[config.mk]
export PLATFORM = sky130hd
export DESIGN_NAME = mul_div_unit
export DESIGN_NICKNAME = d
export VERILOG_FILES = /design/src/rtl/mul_div_unit.sv
export SDC_FILE = /design/constraint.sdc
export NUM_CORES = 1
export LEC_CHECK = 0
export ABC_CLOCK_PERIOD_IN_PS = 3100
export CAP_MARGIN = 20
export CORE_MARGIN = 2
export CORE_UTILIZATION = 50
export CTS_BUF_LIST = sky130_fd_sc_hd__clkbuf_4 sky130_fd_sc_hd__clkbuf_8 sky130_fd_sc_hd__clkbuf_16
export DETAILED_ROUTE_END_ITERATION = 8
export PLACE_DENSITY = 0.8
export SLEW_MARGIN = 20
export SYNTH_ARGS = -nofsm -noshare
export SYNTH_HDL_FRONTEND = slang
export SYNTH_SLANG_ARGS = --single-unit
[constraint.sdc]
create_clock -name clk_i -period 3.1 [get_ports clk_i]
set_input_delay 0.62 -clock clk_i [delete_from_list [all_inputs] [get_ports clk_i]]
set_output_delay 0.62 -clock clk_i [all_outputs]
set_load 0.05 [all_outputs]
[src/rtl/mul_div_unit.sv]
// Iterative RV32M multiply/divide unit.
// Multiplies use radix-2 shift-add and divides use restoring shift-subtract, both on operand
// magnitudes. A final cycle applies the sign correction and picks the output word. Every
// operation takes DATA_W iterations plus one fix-up cycle, whatever the operand values.
module mul_div_unit #(
    parameter int unsigned DATA_W = 32
) (
    input  logic              clk_i,
    input  logic              rst_ni,
    input  logic              start_i,
    input  logic [2:0]        op_i,
    input  logic [DATA_W-1:0] rs1_data_i,
    input  logic [DATA_W-1:0] rs2_data_i,
    input  logic              flush_i,
    output logic              busy_o,
    output logic              done_o,
    output logic [DATA_W-1:0] result_o
);

    localparam int unsigned CntW = (DATA_W > 1) ? $clog2(DATA_W) : 1;

    typedef enum logic [1:0] {StIdle, StCalc, StFix} state_e;

    state_e                state_q;
    logic [2:0]            op_q;
    logic [CntW-1:0]       cnt_q;
    // Multiply: {partial product, multiplier}. Divide: {remainder, dividend/quotient}.
    logic [2*DATA_W-1:0]   acc_q;
    // Multiplicand (multiply) or divisor (divide) magnitude.
    logic [DATA_W-1:0]     opb_q;
    logic                  neg_q;      // product / quotient must be negated
    logic                  sign_a_q;   // dividend was negative (remainder sign)
    logic                  div0_q;     // divisor was zero
    logic                  busy_q;
    logic                  done_q;
    logic [DATA_W-1:0]     result_q;

    logic                  signed_a;
    logic                  signed_b;
    logic                  sign_a;
    logic                  sign_b;
    logic [DATA_W-1:0]     mag_a;
    logic [DATA_W-1:0]     mag_b;

    logic [DATA_W:0]       mul_sum;
    logic [2*DATA_W-1:0]   mul_next;
    logic [DATA_W:0]       div_shift;
    logic [DATA_W:0]       div_diff;
    logic [2*DATA_W-1:0]   div_next;

    logic [2*DATA_W-1:0]   prod_fix;
    logic [DATA_W-1:0]     quot_fix;
    logic [DATA_W-1:0]     rem_fix;
    logic [DATA_W-1:0]     fix_result;

    // Operand signedness per funct3 and magnitudes of the incoming operands.
    always_comb begin
        signed_a = 1'b0;
        signed_b = 1'b0;
        case (op_i)
            3'b000, 3'b001, 3'b100, 3'b110: begin
                signed_a = 1'b1;
                signed_b = 1'b1;
            end
            3'b010: begin
                signed_a = 1'b1;
                signed_b = 1'b0;
            end
            default: begin
                signed_a = 1'b0;
                signed_b = 1'b0;
            end
        endcase
        sign_a = signed_a & rs1_data_i[DATA_W-1];
        sign_b = signed_b & rs2_data_i[DATA_W-1];
        mag_a  = sign_a ? -rs1_data_i : rs1_data_i;
        mag_b  = sign_b ? -rs2_data_i : rs2_data_i;
    end

    // One iteration of shift-add multiply and of restoring divide.
    always_comb begin
        mul_sum   = {1'b0, acc_q[2*DATA_W-1:DATA_W]} + (acc_q[0] ? {1'b0, opb_q} : '0);
        mul_next  = {mul_sum, acc_q[DATA_W-1:1]};
        div_shift = {acc_q[2*DATA_W-1:DATA_W], acc_q[DATA_W-1]};
        div_diff  = div_shift - {1'b0, opb_q};
        // A set top bit means the trial subtraction went negative: restore.
        if (div_diff[DATA_W]) begin
            div_next = {div_shift[DATA_W-1:0], acc_q[DATA_W-2:0], 1'b0};
        end else begin
            div_next = {div_diff[DATA_W-1:0], acc_q[DATA_W-2:0], 1'b1};
        end
    end

    // Sign correction and word selection for the fix-up cycle.
    always_comb begin
        prod_fix = neg_q ? -acc_q : acc_q;
        quot_fix = neg_q ? -acc_q[DATA_W-1:0] : acc_q[DATA_W-1:0];
        rem_fix  = sign_a_q ? -acc_q[2*DATA_W-1:DATA_W] : acc_q[2*DATA_W-1:DATA_W];
        case (op_q)
            3'b000:                 fix_result = prod_fix[DATA_W-1:0];
            3'b001, 3'b010, 3'b011: fix_result = prod_fix[2*DATA_W-1:DATA_W];
            // Divide by zero returns all ones regardless of dividend sign; the remainder
            // path already yields the dividend in that case.
            3'b100, 3'b101:         fix_result = div0_q ? '1 : quot_fix;
            default:                fix_result = rem_fix;
        endcase
    end

    // Control FSM and datapath registers; reset and flush take priority over everything.
    always_ff @(posedge clk_i) begin
        if (!rst_ni) begin
            state_q  <= StIdle;
            op_q     <= '0;
            cnt_q    <= '0;
            acc_q    <= '0;
            opb_q    <= '0;
            neg_q    <= 1'b0;
            sign_a_q <= 1'b0;
            div0_q   <= 1'b0;
            busy_q   <= 1'b0;
            done_q   <= 1'b0;
            result_q <= '0;
        end else begin
            done_q <= 1'b0;
            case (state_q)
                StIdle: begin
                    if (start_i && !flush_i) begin
                        op_q     <= op_i;
                        cnt_q    <= '0;
                        neg_q    <= sign_a ^ sign_b;
                        sign_a_q <= sign_a;
                        div0_q   <= (rs2_data_i == '0);
                        if (op_i[2]) begin
                            acc_q <= {{DATA_W{1'b0}}, mag_a};
                            opb_q <= mag_b;
                        end else begin
                            acc_q <= {{DATA_W{1'b0}}, mag_b};
                            opb_q <= mag_a;
                        end
                        busy_q  <= 1'b1;
                        state_q <= StCalc;
                    end
                end
                StCalc: begin
                    if (flush_i) begin
                        busy_q  <= 1'b0;
                        state_q <= StIdle;
                    end else begin
                        acc_q <= op_q[2] ? div_next : mul_next;
                        if (cnt_q == CntW'(DATA_W - 1)) begin
                            state_q <= StFix;
                        end else begin
                            cnt_q <= cnt_q + CntW'(1);
                        end
                    end
                end
                StFix: begin
                    busy_q  <= 1'b0;
                    state_q <= StIdle;
                    if (!flush_i) begin
                        result_q <= fix_result;
                        done_q   <= 1'b1;
                    end
                end
                default: begin
                    busy_q  <= 1'b0;
                    state_q <= StIdle;
                end
            endcase
        end
    end

    assign busy_o   = busy_q;
    assign done_o   = done_q;
    assign result_o = result_q;

endmodule

# Word level (Yosys, flattened, before mapping)
# Cells that the tools add are included.
# totals
output_inout_bits	34
reg_bits	143
word_cells	87
# classes
mux	29
eq_ne	17
bitwise_logic	4
reduce_logical	18
add_sub_neg	8
# op_table
operator	n
$mux 64	5
$mux 32	8
$neg 32->32	4
$pmux 64 s2	1
$pmux 32 s3	1
$neg 64->64	1
$add 32x32->33	1
$sub 33x32->33	1
$logic_not 32->1	1
$mux 5	3
$eq 3x3->1 const B	4
$pmux 5 s2	1
$reduce_and 2->1	5
$eq 3x2->1 const B	3
$ne 2x2->1 const B	4
$eq 3x1->1 const B	2
$logic_not 3->1	2
$mux 2	3
$add 5x1->5 const B	1
$eq 5x5->1 const B	1
$mux 1	5
$reduce_or 5->1	1
$pmux 2 s2	1
$reduce_and 4->1	1
15 further kinds	16

# Longest topological paths before layout
# Gate-level depths: netlist of run 1.
# logic_depth
word_depth	8
depth_mapped	15
depth_no_buf	13

# Worst setup path after synthesis of run 1
# Ideal clock, no wire load.
# synth_path
path_kind	register to register
start	register acc_q[0]
end	register acc_q[57]
synth_period_minus_slack_ns	3.267
path_buffers	2
arrival_time_ns	3.204
setup_slack_ns	-0.167
path_stages_with_launch	15
cell_sequence	dfxtp_1 -> clkbuf_1 -> inv_1 -> clkbuf_1 -> nor2_1 -> ha_1 -> and4_1 -> nand3_1 -> a21o_1 -> a31oi_1 -> a31oi_1 -> o21bai_1 -> a31oi_1 -> or4b_2 -> nand3_1
# synth_between
elab_chain_cells	5
# synth_rtl
element	line_no	rtl
from (decl)	28	logic [2*DATA_W-1:0] acc_q;
from (signal assigned)	134	acc_q <= {{DATA_W{1'b0}}, mag_a};
from (signal assigned)	137	acc_q <= {{DATA_W{1'b0}}, mag_b};
from (signal assigned)	149	acc_q <= op_q[2] ? div_next : mul_next;
$mux 32	82	mul_sum = {1'b0, acc_q[2*DATA_W-1:DATA_W]} + (acc_q[0] ? {1'b0, opb_q} : '0);
$add 32x32->33	82	
$mux 64	149	
$mux 64	145	if (flush_i) begin
$pmux 64 s2	125	case (state_q)
# No other way between the ends. The select of a mux whose other input is x is not followed.
# A chain may end at the register's enable or synchronous reset.

# Final worst setup path of run 1
# layout_path
start	register acc_q[31]
end	register acc_q[37]
# layout_between
elab_chain_cells	5
# layout_rtl
element	line_no	rtl
$sub 33x32->33	85	div_diff = div_shift - {1'b0, opb_q};
$mux 64	87	if (div_diff[DATA_W]) begin
$mux 64	149	
$mux 64	145	
$pmux 64 s2	125	
# No other way between the ends. The select of a mux whose other input is x is not followed.

==> key figures, run 1 <==
Status
  • Status: complete, no violations

Yosys
  • Synth top area cells: dfxtp_1, xor2_1, ha_1, nand2_1, mux2i_1
  • Cell Area, Synth: 14300 um2
  • Netlist cell types: 86
  • Synth area leader: dfxtp_1
  • Synth Net Count: 2112
  • Synth Instances: 1969
  • Syn_area_per_cell: 7.26 um2
  • Seq/Total Area, Yosys: 20.0%
  • Top cell type's share of synthesized area: 20.0%
  • Synth Register Bits: 143
  • YS warnings: 0
  • Post-synth EDFFs: 0
  • Main synth FF type: dfxtp_1
  • Post-synthesis async set-or-reset flop share: 0%

Global route
  • Pin count of the biggest net entering global routing: 62
  • First-pass GRT wire length: 86500 um
  • Antenna violations before repair: 0
  • Global Route Usage Sum: 36.0%
  • Vias in the first global route: 15999
  • Total grt overflow: 0

Critical path
  • WP data arrival: 3360 ps
  • Setup crit end kind: flip-flop
  • Worst-path cell chain: inv_1 -> ha_2 -> fa_2 -> nor2b_2 -> o31ai_2 -> a211o_1 -> nand2_2 -> a31o_4 -> xor2_4 -> buf_12 -> mux2_2 -> a221o_1
  • CP peak stage delay: 360 ps
  • WP buf/inv: 2
  • WS Path Type: flip-flop to flip-flop
  • CP max FO: 24
  • Critical Path RT: 3420 ps
  • Slowest cell on the critical path: fa_2
  • Startpoint Class: flip-flop
  • Top delay family on crit path: compound AO/OA/AOI/OAI gates

Pwr
  • Power Total: 6.18 mW
  • Sequential Power Share: 32.2%
  • Peak supply drop: 0.343 mV
  • NetSw: 2.30 mW
  • Combinational fraction of design power: 33.1%
  • Power Density: 332 nW/um2
  • Leak Pwr: 7.91 nW
  • Part of the power in the clock network: 34.7%
  • Sw Share: 37.3%
  • Internal power: 3.88 mW

Clock tree
  • H-tree depth: 4
  • TritonCTS Buffers: 17
  • Worst skew pair latency: 450 ps
  • Root Driver: clkbuf_16
  • Clk sinks: 143
  • Clk buf depth: 2
  • CTS tree: built
  • Clock-pin slew on the worst setup and hold paths: 70 ps

Route
  • Routed WL per cell: 21.1 um
  • Total Wirelength: 55800 um
  • # DRC: 0
  • DRT iter0 DRCs: 1908
  • DR pass1 iterations: 6
  • Vias per cell: 6.32
  • Antenna-violating nets left: 0
  • Vias: 16674

Finish
  • Post-layout util: 66.5%
  • Ant diodes: 0
  • Fillers: 2333
  • Fin cells: 2640
  • Post-route cell area: 18600 um2
  • Share of cells above drive strength 1: 20.0%
  • Layout area overhead: 30.2%
  • Nets: 2392

Placed design
  • Post-DP HPWL: 43300 um
  • Pre-CTS setup slack: -501 ps
  • GP Congestion: 1.04
  • Placed cells: 2597
  • Port-buffer cells: 104
  • Placed Area: 17500 um2

STA
  • # setup viols final: 0
  • RSZ-0062 raised after global routing: true
  • F_max: 328 MHz
  • Fin Clk Skew: 16.0 ps
  • Final setup margin: 55.6 ps
  • Final Hold Viols: 0
  • Final period util: 98.2%
  • Slew headroom: 35.3%
  • Post-layout min period: 3040 ps
  • Pins Over Slew Limit: 0
  • Tightest Pin Transition: 964 ps

Die
  • Ports: 105
  • Die area: 30000 um2
  • Initial Util: 51.1%
  • DIE HEIGHT: 173 um
  • Die width: 173 um
  • Cell row count: 61
  • Core Region: 28000 um2

Job
  • Max cap viols: 0

Hold path
  • Worst min path class: flip-flop to flip-flop
[synthesized netlist by cell type, drive strengths merged (9+ instances only)]
cell,instances
nand4,13
or3,30
nor2,178
a22o,16
inv,63
and3,9
a211oi,12
ha,70
o21a,20
clkbuf,124
a21boi,28
o211a,20
o221ai,16
o41ai,14
nand2,230
o21ai,160
nor2b,19
nand3b,11
and2,22
a31oi,18
o31ai,25
a21oi,143
a21o,33
dfxtp,143
nor4,14
o211ai,25
a221oi,17
xor2,106
mux2i,79
or4,16
nor3,34
nand3,43
xnor2,75
nand2b,17
a22oi,11
buf,21
[cell families after synthesis]
group	Yosys count	synth area share (%)
flops	143	20.0
xor+xnor	181	11.1
mux	85	6.00
compound gates	613	28.3
fa+ha+maj	72	6.40
buf+inv	209	5.71
simple gates	666	22.5
[area by class of cell]
| type | instances | area (um2) | area share (%) |
|---|---|---|---|
| clock buffer | 17 | 425 | 2.28 |
| clock inverter | 15 | 168 | 0.900 |
| inverter | 64 | 243 | 1.30 |
| multi-input combinational | 1617 | 11100 | 59.4 |
| sequential | 143 | 2880 | 15.5 |
| tap | 378 | 473 | 2.54 |
| timing repair buffer | 406 | 3380 | 18.1 |
[state kept, by name, summed over array words and instances, names as in the netlist, 2 cells and up]
| name | cells |
|---|---|
| state_q | 2 |
| opb_q | 32 |
| acc_q | 64 |
| op_q | 3 |
| cnt_q | 5 |
| result_o | 32 |
[tightest hold or removal path: stages, from the launching register on]
cell and delay, ps:
dfxtp_1 310, nand2_1 50, nand2_1 40
[final timing paths]
check | startpoint | end | slack, ps | cells past startpoint
worst max-delay path | acc_q[31] | acc_q[37] | 60 | 12
worst min-delay path | result_o[13] | result_o[13] | 440 | 2
worst max register to register | acc_q[31] | acc_q[37] | 60 | 12
worst min register to register | result_o[13] | result_o[13] | 440 | 2
[repair_timing]
item / CTS / global route
buffers inserted: 3 / 9
gates cloned: 0 / 0
pin swaps: 7 / 25
setup endpoints to repair: 29 / 46
hold buffers: 0 / 0
resized for setup: 27 / 84
[metal layers]
| metal | GRT usage, % | up-vias | part of all wire (%) |
|---|---|---|---|
| met2 | 56.4 | 994 | 43 |
| met4 | 20.8 | 0 | 6.8 |
| met5 | 0 | - | 0 |
| met3 | 8.71 | 202 | 10 |
| li1 | - | 7685 | - |
| met1 | 45.2 | 7793 | 40 |
[cells in the final DEF, fill, tap and decap left out, drive strengths merged, types with 11 or more instances in the layout]
master,n
a21boi,28
o211ai,25
nand3,43
nand2,230
o41ai,14
or4,16
xor2,106
inv,73
o31ai,25
a21o,33
o211a,20
nor2b,19
a211oi,12
nor2,178
o21ai,160
ha,70
buf,304
or3,30
o21a,20
a22o,16
a31oi,18
mux2i,79
nand2b,17
xnor2,75
a221oi,17
clkbuf,17
nor3,34
a22oi,11
nand3b,11
clkdlybuf4s50,102
a21oi,143
nand4,13
o221ai,16
nor4,14
dfxtp,143
and2,22
[power groups by stage]
stage | Combinational (mW) | Sequential, mW | Clock (mW)
global route | 2.18 | 2.00 | 2.21
detailed placement | 1.90 | 2.02 | 0
finish | 2.05 | 1.99 | 2.15
floorplan | 1.14 | 2.00 | 0
global placement | 1.87 | 2.02 | 0
CTS | 1.94 | 1.98 | 2.14
[through the flow]
step	hold WS, ps	TNS (ps)
floorplan	431	0
CTS	443	-18.5
global placement	427	-7050
detailed placement	432	-11130
finish	437	0
global route	473	-40.7
(Power assumes the default switching activity.)
==> run 2, diff against run 1 <==
--- a/config.mk
+++ b/config.mk
@@ -5,13 +5,13 @@
 export SDC_FILE = /design/constraint.sdc
 export NUM_CORES = 1
 export LEC_CHECK = 0
-export ABC_CLOCK_PERIOD_IN_PS = 3100
-export CAP_MARGIN = 20
+export ABC_CLOCK_PERIOD_IN_PS = 3700
+export CAP_MARGIN = 40
 export CORE_MARGIN = 2
 export CORE_UTILIZATION = 50
 export CTS_BUF_LIST = sky130_fd_sc_hd__clkbuf_4 sky130_fd_sc_hd__clkbuf_8 sky130_fd_sc_hd__clkbuf_16
 export DETAILED_ROUTE_END_ITERATION = 8
-export PLACE_DENSITY = 0.8
+export PLACE_DENSITY = 0.78
 export SLEW_MARGIN = 20
 export SYNTH_ARGS = -nofsm -noshare
 export SYNTH_HDL_FRONTEND = slang
==> constraint.sdc (replaced) <==
create_clock -name clk_i -period 3.7 [get_ports clk_i]
set_input_delay 0.74 -clock clk_i [delete_from_list [all_inputs] [get_ports clk_i]]
set_output_delay 0.74 -clock clk_i [all_outputs]
set_load 0.05 [all_outputs]
==> key figures, run 2 (same netlist as run 1, synthesis figures left out) <==
Finish
  • Layout area overhead: 17.2%
  • Number of flip-flops in the largest register: 64
  • Commonest non-fill, non-tap cells in the layout: nand2_1, nor2_1, a21oi_1
  • Ant diodes: 0
  • Fin cells: 2452
  • Top reg by flops: acc_q
  • Post-layout util: 59.9%
  • Nets: 2204
  • Share of cells above drive strength 1: 9.06%
  • Commonest non-fill, non-tap cell in the layout: nand2_1

STA
  • RSZ-0062 raised after global routing: false
  • Final setup TNS: 0 ps
  • Final Hold Viols: 0
  • F_max: 281 MHz
  • # setup viols final: 0
  • Fin Clk Skew: 22.4 ps
  • Final period util: 96.1%
  • Pins Over Slew Limit: 0
  • Tightest Pin Transition: 798 ps
  • Slew headroom: 46.7%
  • Post-layout min period: 3550 ps

Hold path
  • Worst min path class: flip-flop to flip-flop

Die
  • DIE HEIGHT: 173 um
  • Die width: 173 um
  • Ports: 105
  • Initial Util: 51.1%
  • Cell row count: 61
  • Core Region: 28000 um2
  • Die area: 30000 um2

Route
  • DR pass1 iterations: 6
  • Vias per cell: 6.44
  • Antenna-violating nets left: 0
  • Vias: 15802
  • Routed WL per cell: 22.0 um
  • # DRC: 0
  • DRT iter0 DRCs: 2034
  • Total Wirelength: 54000 um

Global route
  • Total grt overflow: 0
  • First-pass GRT wire length: 83600 um
  • Antenna violations before repair: 0
  • Global Route Usage Sum: 35.1%
  • Vias in the first global route: 14902
  • Pin count of the biggest net entering global routing: 72

Critical path
  • WS Path Type: flip-flop to flip-flop
  • Setup crit end kind: flip-flop
  • WP data arrival: 3930 ps
  • Critical Path RT: 4070 ps
  • CP max FO: 5
  • Startpoint Class: flip-flop

Clock tree
  • H-tree depth: 4
  • CTS tree: built
  • Clk buf depth: 2
  • Clk sinks: 143
  • Worst skew pair latency: 450 ps
  • Root Driver: clkbuf_16
  • Clock-pin slew on the worst setup and hold paths: 70 ps
  • TritonCTS Buffers: 17

Pwr
  • Peak supply drop: 0.345 mV
  • Power Total: 4.95 mW
  • Leak Pwr: 6.90 nW
  • Power Density: 295 nW/um2

Placed design
  • Post-DP HPWL: 41700 um
  • Port-buffer cells: 104
  • GP Congestion: 1.01
  • Placed cells: 2418

Status
  • Status: complete, no violations

Job
  • Max cap viols: 0
[run 2: cell types whose count changed in the layout (fill, tap and decap cells not counted), sizes merged]
cell,change
bufinv,+1
buf,-188
clkinvlp,+3
clkinv,-2
inv,-4
clkbuf,+2
[run 2: worst paths after layout]
| kind | start | cells after the start | slack, ps | end |
|---|---|---|---|---|
| min | result_o[13] | 2 | 440 | result_o[13] |
| max | opb_q[0] | 14 | 150 | acc_q[57] |
| min reg2reg | result_o[13] | 2 | 440 | result_o[13] |
| max reg2reg | opb_q[0] | 14 | 150 | acc_q[57] |
[run 2: area by class of cell]
class                      count  area, um2
fill                        2608      11200
multi-input combinational   1617      10700
sequential                   143       2870
timing repair buffer         218       1950
tap                          378        473
clock buffer                  19        447
inverter                      64        244
clock inverter                13        128
[run 2: critical path, stage by stage, from the launching register on]
cell and delay (ps):
dfxtp_1 450, and2_1 170, ha_1 180, inv_1 60, fa_1 420, nor2b_1 170, o31ai_1 110, a21o_1 200
a31oi_1 260, a31oi_1 150, buf_4 190, o21bai_1 180, a31oi_1 190, or4b_2 650, nand3_1 100
[run 2: repair_timing]
item | 4_1_cts | 5_1_grt
endpoints found under the setup margin | 0 | 2
setup buffers | 0 | 0
hold buffers | 0 | 0
gates resized for setup | 0 | 3
[run 2: layer usage]
layer	part of all wire [%]	GRT usage, %	vias to the layer above
li1	-	-	7293
met1	41	46.0	7426
met2	43	54.3	903
met3	10	7.17	180
met4	5.4	18.3	0
met5	0	0	-
[run 2: power by group]
part / internal [mW] / leakage, nW / switching (mW) / total (mW)
Sequential: 1.60 / 1.16 / 0.0941 / 1.69
Combinational: 0.594 / 5.46 / 0.897 / 1.49
Clock: 0.967 / 0.276 / 0.804 / 1.77
Total: 3.16 / 6.90 / 1.79 / 4.95
[run 2: through the flow]
| stage | setup WS, ps | cell area (um2) | hold slack, ps |
|---|---|---|---|
| 2_1_floorplan | 433 | 14300 | 431 |
| 3_3_place_gp | 117 | 16100 | 429 |
| 3_5_place_dp | 64.3 | 16100 | 432 |
| 4_1_cts | 205 | 16700 | 442 |
| 5_1_grt | 70.4 | 16800 | 464 |
| 6_report | 146 | 16800 | 437 |
